**src/rtl/led_mode_sequencer_pkg.sv**
```systemverilog
// Shared constants, state encoding and stage helpers for the LED mode sequencer.
package led_mode_sequencer_pkg;

  localparam int unsigned LED_W      = 18;
  localparam int unsigned NUM_STAGES = 3;

  localparam logic [1:0] STAGE_NONE = 2'd0;
  localparam logic [1:0] STAGE1     = 2'd1;
  localparam logic [1:0] STAGE2     = 2'd2;
  localparam logic [1:0] STAGE3     = 2'd3;

  typedef enum logic [2:0] {
    S_IDLE  = 3'd0,
    S_ST1   = 3'd1,
    S_ST2   = 3'd2,
    S_ST3   = 3'd3,
    S_GAP   = 3'd4,
    S_FAULT = 3'd5
  } state_t;

  // Fixed rotation 1 -> 2 -> 3 -> 1.
  function automatic logic [1:0] next_stage_of(input logic [1:0] stage);
    return (stage == STAGE3) ? STAGE1 : 2'(stage + 2'd1);
  endfunction

  function automatic state_t stage_state(input logic [1:0] stage);
    case (stage)
      STAGE1:  return S_ST1;
      STAGE2:  return S_ST2;
      STAGE3:  return S_ST3;
      default: return S_IDLE;
    endcase
  endfunction

  function automatic logic [1:0] state_stage(input state_t s);
    case (s)
      S_ST1:   return STAGE1;
      S_ST2:   return STAGE2;
      S_ST3:   return STAGE3;
      default: return STAGE_NONE;
    endcase
  endfunction

endpackage

```
**src/rtl/over_edge_detect.sv**
```systemverilog
// Per-bit rising-edge detector on the stage completion flags.
module over_edge_detect
  import led_mode_sequencer_pkg::*;
#(
  parameter int unsigned W = NUM_STAGES
) (
  input  logic         clk,
  input  logic         rs,
  input  logic [W-1:0] din,
  output logic [W-1:0] rise_c
);

  logic [W-1:0] prev;

  always_ff @(posedge clk) begin
    if (rs) prev <= '0;
    else    prev <= din;
  end

  assign rise_c = din & ~prev;

endmodule

```
**src/rtl/led_mode_sequencer.sv**
```systemverilog
// Cycles the three LED pattern stages, counting completions and guarding each pass with a watchdog.
module led_mode_sequencer
  import led_mode_sequencer_pkg::*;
#(
  parameter int unsigned REPEAT      = 2,
  parameter int unsigned WDOG_CYCLES = 64
) (
  input  logic             clk,
  input  logic             rs,
  input  logic             run,
  input  logic             st1Over,
  input  logic             st2Over,
  input  logic             st3Over,
  input  logic [LED_W-1:0] st1Out,
  input  logic [LED_W-1:0] st2Out,
  input  logic [LED_W-1:0] st3Out,
  output logic             st1Begin,
  output logic             st2Begin,
  output logic             st3Begin,
  output logic             enabler,
  output logic [LED_W-1:0] led,
  output logic [1:0]       mode,
  output logic             fault
);

  localparam int unsigned REP_W = $clog2(REPEAT) + 1;
  localparam int unsigned WD_W  = $clog2(WDOG_CYCLES) + 1;

  state_t            state, state_n;
  logic [REP_W-1:0]  rep_cnt, rep_cnt_n;
  logic [WD_W-1:0]   wdog, wdog_n;
  logic [1:0]        next_stage, next_stage_n;
  logic [NUM_STAGES-1:0] over_rise_c;
  logic              cur_done_c;

  logic [NUM_STAGES-1:0] begins_n;
  logic [LED_W-1:0]  led_n;
  logic [1:0]        mode_n;
  logic              fault_n;
  logic              enabler_n;

  over_edge_detect #(.W(NUM_STAGES)) u_over_edge (
    .clk    (clk),
    .rs     (rs),
    .din    ({st3Over, st2Over, st1Over}),
    .rise_c (over_rise_c)
  );

  // Only the active stage's completion edge counts.
  always_comb begin
    cur_done_c = 1'b0;
    case (state)
      S_ST1:   cur_done_c = over_rise_c[0];
      S_ST2:   cur_done_c = over_rise_c[1];
      S_ST3:   cur_done_c = over_rise_c[2];
      default: cur_done_c = 1'b0;
    endcase
  end

  // Next-state and counter logic; run=0 outranks everything below rs.
  always_comb begin
    state_n      = state;
    rep_cnt_n    = rep_cnt;
    wdog_n       = wdog;
    next_stage_n = next_stage;
    if (!run) begin
      state_n   = S_IDLE;
      rep_cnt_n = '0;
      wdog_n    = '0;
    end else begin
      case (state)
        S_IDLE: begin
          state_n   = S_ST1;
          rep_cnt_n = '0;
          wdog_n    = '0;
        end
        S_ST1, S_ST2, S_ST3: begin
          if (cur_done_c) begin
            wdog_n = '0;
            if (rep_cnt == REP_W'(REPEAT - 1)) begin
              rep_cnt_n    = '0;
              next_stage_n = next_stage_of(state_stage(state));
              state_n      = S_GAP;
            end else begin
              rep_cnt_n = rep_cnt + REP_W'(1);
            end
          end else if (wdog == WD_W'(WDOG_CYCLES - 1)) begin
            state_n = S_FAULT;
          end else begin
            wdog_n = wdog + WD_W'(1);
          end
        end
        S_GAP: begin
          state_n = stage_state(next_stage);
          wdog_n  = '0;
        end
        S_FAULT: state_n = S_FAULT;
        default: state_n = S_IDLE;
      endcase
    end
  end

  // Output values derived from the state being entered, so outputs register alongside it.
  always_comb begin
    begins_n  = '0;
    led_n     = '0;
    mode_n    = state_stage(state_n);
    fault_n   = (state_n == S_FAULT);
    enabler_n = run && (state_n != S_FAULT);
    case (state_n)
      S_ST1: begin
        begins_n = 3'b001;
        led_n    = st1Out;
      end
      S_ST2: begin
        begins_n = 3'b010;
        led_n    = st2Out;
      end
      S_ST3: begin
        begins_n = 3'b100;
        led_n    = st3Out;
      end
      default: ;
    endcase
  end

  always_ff @(posedge clk) begin
    if (rs) begin
      state      <= S_IDLE;
      rep_cnt    <= '0;
      wdog       <= '0;
      next_stage <= STAGE1;
    end else begin
      state      <= state_n;
      rep_cnt    <= rep_cnt_n;
      wdog       <= wdog_n;
      next_stage <= next_stage_n;
    end
  end

  always_ff @(posedge clk) begin
    if (rs) begin
      st1Begin <= 1'b0;
      st2Begin <= 1'b0;
      st3Begin <= 1'b0;
      enabler  <= 1'b0;
      led      <= '0;
      mode     <= 2'd0;
      fault    <= 1'b0;
    end else begin
      st1Begin <= begins_n[0];
      st2Begin <= begins_n[1];
      st3Begin <= begins_n[2];
      enabler  <= enabler_n;
      led      <= led_n;
      mode     <= mode_n;
      fault    <= fault_n;
    end
  end

endmodule

```
**config.mk**
```make
export PLATFORM = sky130hd
export DESIGN_NAME = led_mode_sequencer
export DESIGN_NICKNAME = d
export VERILOG_FILES = /design/src/rtl/led_mode_sequencer_pkg.sv /design/src/rtl/over_edge_detect.sv /design/src/rtl/led_mode_sequencer.sv
export SDC_FILE = /design/constraint.sdc
export NUM_CORES = 1
export LEC_CHECK = 0
export BUFFER_PORTS_ARGS = -buffer_cell sky130_fd_sc_hd__buf_2
export CAP_MARGIN = 15
export CORE_UTILIZATION = 35
export CTS_BUF_LIST = sky130_fd_sc_hd__clkbuf_4 sky130_fd_sc_hd__clkbuf_8
export DETAILED_ROUTE_END_ITERATION = 10
export GPL_ROUTABILITY_DRIVEN = 0
export GPL_TIMING_DRIVEN = 0
export HOLD_SLACK_MARGIN = 0.05
export PLACE_DENSITY = 0.68
export SYNTH_ARGS = -nofsm -noshare
export SYNTH_HDL_FRONTEND = slang
export SYNTH_SLANG_ARGS = --single-unit
```
**constraint.sdc**
```tcl
create_clock -name clk -period 2.4 [get_ports clk]
set_input_delay 0.36 -clock clk [delete_from_list [all_inputs] [get_ports clk]]
set_output_delay 0.36 -clock clk [all_outputs]
set_load 0.03 [all_outputs]
```
* Word level (Yosys, flattened, before mapping)
Index checks and enable logic that the tools add are counted.
Word-level totals: output and inout bits 25, flip-flop bits (word level) 42
Operators by class: multiplexer cells 22, equality and inequality tests 18, reductions and logical operators 10, bitwise operators 3, $add $sub $neg 3
Operators with widths (count):
- 18-bit case mux with 3 select lines | 1
- 2-bit case mux with 3 select lines | 3
- 2-bit two-way mux | 7
- 7-bit two-way mux | 2
- 7-bit case mux with 2 select lines | 1
- 3-bit by 2-bit equality test with 1-bit output (second input constant) | 4
- 3-bit two-way mux | 4
- 3-bit case mux with 4 select lines | 1
- 3-bit equality test (second input constant) | 3
- 3-bit case mux with 3 select lines | 1
- 7-bit by 1-bit adder with 7-bit output (second input constant) | 1
- 7-bit by 6-bit equality test with 1-bit output (second input constant) | 1
- 2-bit equality test (second input constant) | 3
- 3-bit by 1-bit equality test with 1-bit output (second input constant) | 2
- 3-bit != test (second input constant) | 2
- 2-bit by 1-bit adder with 2-bit output (second input constant) | 2
- 2-bit by 1-bit equality test with 1-bit output (second input constant) | 2
- 2-bit case mux with 2 select lines | 1
- 2-bit AND reduction | 2
- 4-bit AND reduction | 1
- 2-bit nonzero test | 2
- 2-bit OR reduction | 2
- 3-bit AND | 1
- 3-bit logical NOT | 1
- other kinds (6) | 6

* Longest topological paths before layout
Gate-level depths: netlist of run 1.
depth after elaboration 8, depth in mapped cells 9, depth with buffers taken out 7

* Modules after synthesis
A second synthesis of run 1 with hierarchy kept.
Unflattened totals: cells, all modules 249, area total of the unflattened synthesis 2288.4 um^2
By module, submodules not included:
- led_mode_sequencer | area each 2183.3 um^2, times used 1, cells an instance 240, sequential area each 780.7 um^2
- over_edge_detect | area each 105.1 um^2, times used 1, cells an instance 9, sequential area each 60.1 um^2

* Least setup slack after synthesis of run 1
No wires, ideal clock.
path kind reg-to-reg, start point register state[0], end point register led[8], data arrival time 2.023 ns, setup slack 0.252 ns, data required time 2.275 ns, stages on the path, launching flop included 9, cell sequence dfxtp_1 > or3b_4 > a2111o_1 > a21oi_2 > a2bb2oi_1 > and3b_1 > buf_6 > buf_8 > o2bb2ai_1
Between the ends: word-level cells in the longest chain between the ends 7, elaborated cells on any way between the ends 17
Ends and longest elaborated chain:
- start, declared | RTL line led_mode_sequencer.sv:29 | state_t state, state_n;
- start signal, assigned | RTL line led_mode_sequencer.sv:134 | state <= state_n;
- 3-bit by 2-bit equality test with 1-bit output or 3-bit by 1-bit equality test with 1-bit output (tied branches) | RTL line led_mode_sequencer.sv:52, led_mode_sequencer.sv:71
- 1-bit case mux with 3 select lines | RTL line led_mode_sequencer.sv:52 | case (state)
- 3-bit two-way mux | RTL line led_mode_sequencer.sv:78 | if (cur_done_c) begin
- 3-bit case mux with 4 select lines (*) | RTL line led_mode_sequencer.sv:71 | case (state)
- 3-bit two-way mux (*) | RTL line led_mode_sequencer.sv:66 | if (!run) begin
- 3-bit by 2-bit equality test with 1-bit output or 3-bit by 1-bit equality test with 1-bit output (tied branches) | RTL line led_mode_sequencer.sv:110 | case (state_n)
- 18-bit case mux with 3 select lines (*) | RTL line led_mode_sequencer.sv:110
- end signal, assigned | RTL line led_mode_sequencer.sv:155 | led <= led_n;
- end, declared | RTL line led_mode_sequencer.sv:21 | output logic [LED_W-1:0] led,
Every way passes the cells marked *; elsewhere a longest branch is shown, timed or not. A chain may end at the register's enable or synchronous reset.

* Worst setup path in the final report of run 1
start point register state[0], end point register led[14]
Same word-level chain as after synthesis.

==> flow_metrics.tcl, run 1 <==
set metrics [dict create \
    root_buffer "clkbuf_8" \
    slew_headroom_pct 44.0 \
    power_density_nw_per_um2 556 \
    path_clk_slew_ns 0.08 \
    die_area_sq_um 5500 \
    ctsHoldBuffers 0 \
    fin_tns_setup_ns 0 \
    yosysSeqAreaShare_pct 46.2 \
    hold_viol_final 0 \
    reg2reg_setup_slack_ns 0.11 \
    yosys_register_bits 42 \
    initial_utilization_pct 37.3 \
    postLayoutCellArea_sq_um 2440 \
    die_height_microns 74.1 \
    placed_area_sq_um 2330 \
    numCtsBuffers 5 \
    viasPerCell 4.89 \
    cp-end-kind "register" \
    diodes 0 \
    syn_area_per_cell_sq_um 9.69 \
    synth.distinct_cells 39 \
    synth_top_area_share_pct 46.2 \
    path_buf_inv 2 \
    ir_worst_vdd_mv 0.320 \
    yosys_warnings 0 \
    cp_slowest_cell "a2111o_1" \
    routed_wl_microns 4470 \
    ff2ff_path_depth 8 \
    skew_ns 0.00831 \
    fin_crit_sh_pct 95.3 \
    core-area_sq_um 4880 \
    hold_path.class "input pin to register" \
    synthCells 188 \
    whs_ns 0.261 \
    ctsHtreeMaxLevel 2 \
    clock_sinks 42 \
    die_x_microns 74.1 \
    clock_latency_ns 0.30 \
    synth.most_common_cell "dfxtp_1" \
    synth-async-reset-ratio_pct 0 \
    slowest_delay_ns 0.44 \
    drc_errors 0 \
    syn_area_sq_um 1820 \
    antenna_found_initial 0 \
    drive_above_1_share_pct 37.5 \
    path_cells "or3b_4 > a2111o_1 > a21oi_2 > a2bb2oi_1 > and3b_1 > buf_6 > buf_8 > o2bb2ai_1" \
    dp_hpwl_microns 3400 \
    rr_startpoint "state[0]" \
    r2r_end "led[14]" \
    clockBufferDepth 2 \
    startpoint "state[0]" \
    synth_top_area_cell "dfxtp_1" \
    num_rows 25 \
    tightest_slew_ns 0.833 \
    post_drt_wl_per_cell_microns 12.9 \
    critPathRequiredTime_ns 2.58 \
    vias 1697 \
    yosys-top-cells-area "dfxtp_1 46%, mux2i_1 11%, o2bb2ai_1 8.7%" \
    p_leak_nw 1.22 \
    crit_end "led[14]" \
    ant_nets 0 \
    synth_common_cells "42 x dfxtp_1, 20 x mux2i_1, 18 x nor2_1, 18 x o2bb2ai_1, 11 x nand2_1" \
    worstSetupStartpointType "register" \
    fmax_ghz 0.437 \
    fin_crit_ns 2.29 \
    grtUsageTotal_pct 17.2 \
    arrival_ns 2.47 \
    synth_nets 250 \
    drtIter0Drc 102 \
    grt_pass1_wl_microns 7000 \
    io_buffer_count 84 \
    crit_family "compound AO/OA/AOI/OAI gates" \
    areaGrowthSynthToFinish_pct 33.9 \
    crit_fanout 10 \
    cts_tree "yes" \
    critPathKind "register to register" \
    grt-ovfl-total 0 \
    fin_nets 341 \
    setup_viol 0 \
    drt_first_pass_iters 4 \
    slew_viol_final 0 \
    status "finished, final reports clean" \
    synth-edff-count 0 \
    cap_viol_max_count 0 \
    ios 85 \
    grt_max_degree 14 \
    grt_pass1_vias 1602 \
    synth_ff_type "dfxtp_1" \
    worstSetupPathDepth 8 \
]
## metrics by stage
step	util [%]	setup WS [ns]	std cells	power, W
6_report	50.0	0.112	347	0.00136
4_1_cts	49.6	0.0253	347	0.00138
3_3_place_gp	47.7	0.0496	339	0.000897
3_5_place_dp	47.7	0.0358	339	0.000901
5_1_grt	50.0	-0.00515	347	0.00142
2_1_floorplan	-	0.252	188	0.000824
## state kept, by name (all words and copies together), names as in the netlist, 2 cells and up
name	cells
led	18
wdog	7
state	3
u_over_edge.prev	3
rep_cnt	2
mode	2
next_stage	2
## worst reg2reg max path: cells and delay by family, from the launching register on
family,cells,cell delay (ns)
flip-flops,1,0.38
buffers and inverters,2,0.28
AND/OR/NAND/NOR,2,0.62
AO/OA/AOI/OAI,4,0.90
## metal layers
layer / wire, microns / up-vias / part of all wire [%] / GRT usage (%)
li1: - / 871 / - / -
met1: 1910 / 752 / 43 / 19.2
met2: 2070 / 67 / 46 / 28.0
met3: 396 / 7 / 8.9 / 7.59
met4: 89 / 0 / 2.0 / 8.76
met5: 0 / - / 0 / 0
## area by class of cell
| type | count | area (sq um) |
|---|---|---|
| fillers | 485 | 2440 |
| multi-input cells | 130 | 910 |
| flip-flops and latches | 42 | 842 |
| repair buffers | 85 | 428 |
| well taps | 67 | 83.8 |
| clock buffers | 6 | 82.6 |
| plain buffers | 7 | 51.3 |
| inverters | 8 | 30.0 |
| clock inverters | 2 | 12.5 |
## logic make-up after synthesis
kind of cell	after synthesis	synth area share, %
compound gates	47	19.6
fa+ha+maj	2	1.37
buf+inv	16	4.46
flops	42	46.2
mux	20	11.0
simple gates	61	17.4
## power by group
group / total, W / switching (W) / internal (W)
clock: 0.000472 / 0.000240 / 0.000231
sequential: 0.000722 / 0.00000688 / 0.000716
combinational: 0.000162 / 0.0000867 / 0.0000753
## worst min path at each step
stage	start	depth (start not counted)	slack [ns]	endpoint
2_1_floorplan	wdog[6]	2	0.40	wdog[6]
3_3_place_gp	wdog[6]	2	0.41	wdog[6]
3_5_place_dp	wdog[6]	2	0.42	wdog[6]
4_1_cts	st1Out[9]	2	0.25	led[9]
5_1_grt	st1Out[13]	2	0.25	led[13]
6_report	st1Out[0]	2	0.26	led[0]
## what timing repair did
item                                    CTS  global route
resized for setup                         0             9
endpoints found under the setup margin    0            23
setup buffers                             0             1
## placed cells by master, fill, tap and decap left out, types with 5 or more instances in the layout
| cell type | synthesis | layout |
|---|---|---|
| dfxtp_1 | 42 | 41 |
| nor2b_1 | 5 | 5 |
| nor3_1 | 5 | 5 |
| o2bb2ai_1 | 18 | 18 |
| buf_2 | 2 | 86 |
| nor2_1 | 18 | 18 |
| nand2_1 | 11 | 11 |
| clkbuf_8 | 0 | 6 |
| inv_1 | 8 | 8 |
| mux2i_1 | 20 | 20 |
| a21oi_1 | 9 | 8 |
| nand3_1 | 5 | 5 |
No activity file was read; power rests on OpenSTA's default activity.
==> inputs of run 2 (changes only) <==
--- a/config.mk
+++ b/config.mk
@@ -14,6 +14,7 @@
 export GPL_TIMING_DRIVEN = 0
 export HOLD_SLACK_MARGIN = 0.05
 export PLACE_DENSITY = 0.68
+export SETUP_SLACK_MARGIN = 0.2
 export SYNTH_ARGS = -nofsm -noshare
 export SYNTH_HDL_FRONTEND = slang
 export SYNTH_SLANG_ARGS = --single-unit
==> run 2 against run 1 <==
Via count rose by 1.8%; sequential power barely moved; wire length rose by 8.2%; core utilization rose by 3.8 points; sequential share of layout area fell by 2.3 points; cell count rose by 2.0%; combinational power rose by 19%; critical path type unchanged; hold slack got worse by 0.0031 ns; first-iteration DRC count fell by 13%; largest power group unchanged; register-to-register slack improved by 0.08 ns; non-clock buffer count rose by 7.
==> flow_metrics.tcl, run 2 (synthesis gave the netlist of run 1 again) <==
set metrics [dict create \
    status "finished, final reports clean" \
    routed_wl_microns 4840 \
    clockBufferDepth 2 \
    grt_setup_unrepaired "true" \
    critPathKind "register to register" \
    skew_ns 0.00643 \
    critPathRequiredTime_ns 2.59 \
    hold_viol_final 0 \
    power_density_nw_per_um2 529 \
    root_buffer "clkbuf_8" \
    worstSetupStartpointType "register" \
    grt_max_degree 14 \
    drive_above_1_share_pct 43.2 \
    fin_crit_ns 2.21 \
    areaGrowthSynthToFinish_pct 44.0 \
    slowest_delay_ns 0.44 \
    core-area_sq_um 4880 \
    setup_viol 0 \
    hold_path.class "input pin to register" \
    ctsHoldBuffers 0 \
    hold_start "st1Out[9]" \
    ios 85 \
    fin_crit_sh_pct 92.1 \
    cp_slowest_cell "a2111o_1" \
    grt_pass1_vias 1628 \
    num_rows 25 \
    grtUsageTotal_pct 17.5 \
    path_clk_slew_ns 0.08 \
    clock_latency_ns 0.30 \
    largest_reg_flops 18 \
    cts_tree "yes" \
    slew_viol_final 0 \
    crit_fanout 7 \
    finalPower_w 0.00139 \
    die_x_microns 74.1 \
    ir_worst_vdd_mv 0.319 \
    die_height_microns 74.1 \
    drc_errors 0 \
    path_buf_inv 2 \
    diodes 0 \
    grt_pass1_wl_microns 7160 \
    grt-ovfl-total 0 \
    slew_headroom_pct 67.7 \
    ctsHtreeMaxLevel 2 \
    reg_top3 "led: 18 flops, wdog: 7 flops" \
    initial_utilization_pct 37.3 \
    p_leak_nw 1.27 \
    fin_tns_setup_ns 0 \
    fmax_ghz 0.453 \
    arrival_ns 2.40 \
    regMostFlops "led" \
    drt_first_pass_iters 4 \
    dp_hpwl_microns 3400 \
    numCtsBuffers 5 \
    fin_nets 348 \
    crit_family "compound AO/OA/AOI/OAI gates" \
    startpoint "state[0]" \
    layout_common_cells "86 x buf_2, 41 x dfxtp_1, 17 x mux2i_1, 17 x nor2_1" \
    nFillCells 469 \
    clock_sinks 42 \
    io_buffer_count 84 \
    vias 1727 \
    rr_startpoint "state[0]" \
    final_common_cell "buf_2" \
    cap_viol_max_count 0 \
    ant_nets 0 \
    viasPerCell 4.88 \
    drtIter0Drc 89 \
    die_area_sq_um 5500 \
    cp-end-kind "register" \
    path_cells "or3b_4 > a2111o_1 > a21oi_2 > a2bb2oi_1 > and3b_1 > buf_6 > clkbuf_16 > o2bb2ai_1" \
    post_drt_wl_per_cell_microns 13.7 \
    antenna_found_initial 0 \
    tightest_slew_ns 0.482 \
]
==> run 2: layout make-up <==
cell class	count	area, sq um	share of cell area (%)
Multi-Input combinational cell	130	1010	38.3
Sequential cell	42	845	32.2
Timing Repair Buffer	91	503	19.2
Tap cell	67	83.8	3.20
Clock buffer	6	82.6	3.15
Buffer	8	61.3	2.34
Inverter	8	30.0	1.14
Clock inverter	2	12.5	0.477
==> run 2: routing by layer <==
metal	GRT usage, %	wire length, microns	vias up
met5	0	0	-
met1	19.8	1990	770
li1	-	-	886
met4	8.97	83	0
met2	28.2	2350	64
met3	7.59	406	7
==> run 2: final timing paths <==
check,to,slack (ns),cells past startpoint
max reg2reg,led[10],0.19,8
min reg2reg,wdog[6],0.43,2
max,led[10],0.19,8
min,led[9],0.26,2
==> run 2: power breakdown <==
part           internal, W  switching [W]
clock network     0.000231       0.000243
logic            0.0000930      0.0000997
registers         0.000715     0.00000580
==> run 2: through the flow <==
| stage | instance area [sq um] | worst slack [ns] | std cells | hold WS (ns) | util (%) |
|---|---|---|---|---|---|
| global placement | 2330 | 0.0496 | 339 | 0.415 | 47.7 |
| floorplan | 1820 | 0.252 | 188 | 0.404 | - |
| global route | 2620 | 0.0901 | 354 | 0.246 | 53.8 |
| CTS | 2480 | 0.200 | 352 | 0.249 | 50.9 |
| finish | 2620 | 0.191 | 354 | 0.258 | 53.8 |
| detailed placement | 2330 | 0.0358 | 339 | 0.423 | 47.7 |
==> run 2: repair_timing <==
action / in CTS / in global routing
endpoints found under the setup margin: 23 / 31
buffers inserted: 5 / 1
resized for setup: 5 / 28
cloned: 0 / 1
endpoints found under the hold margin: 0 / 0
pin swaps: 3 / 5
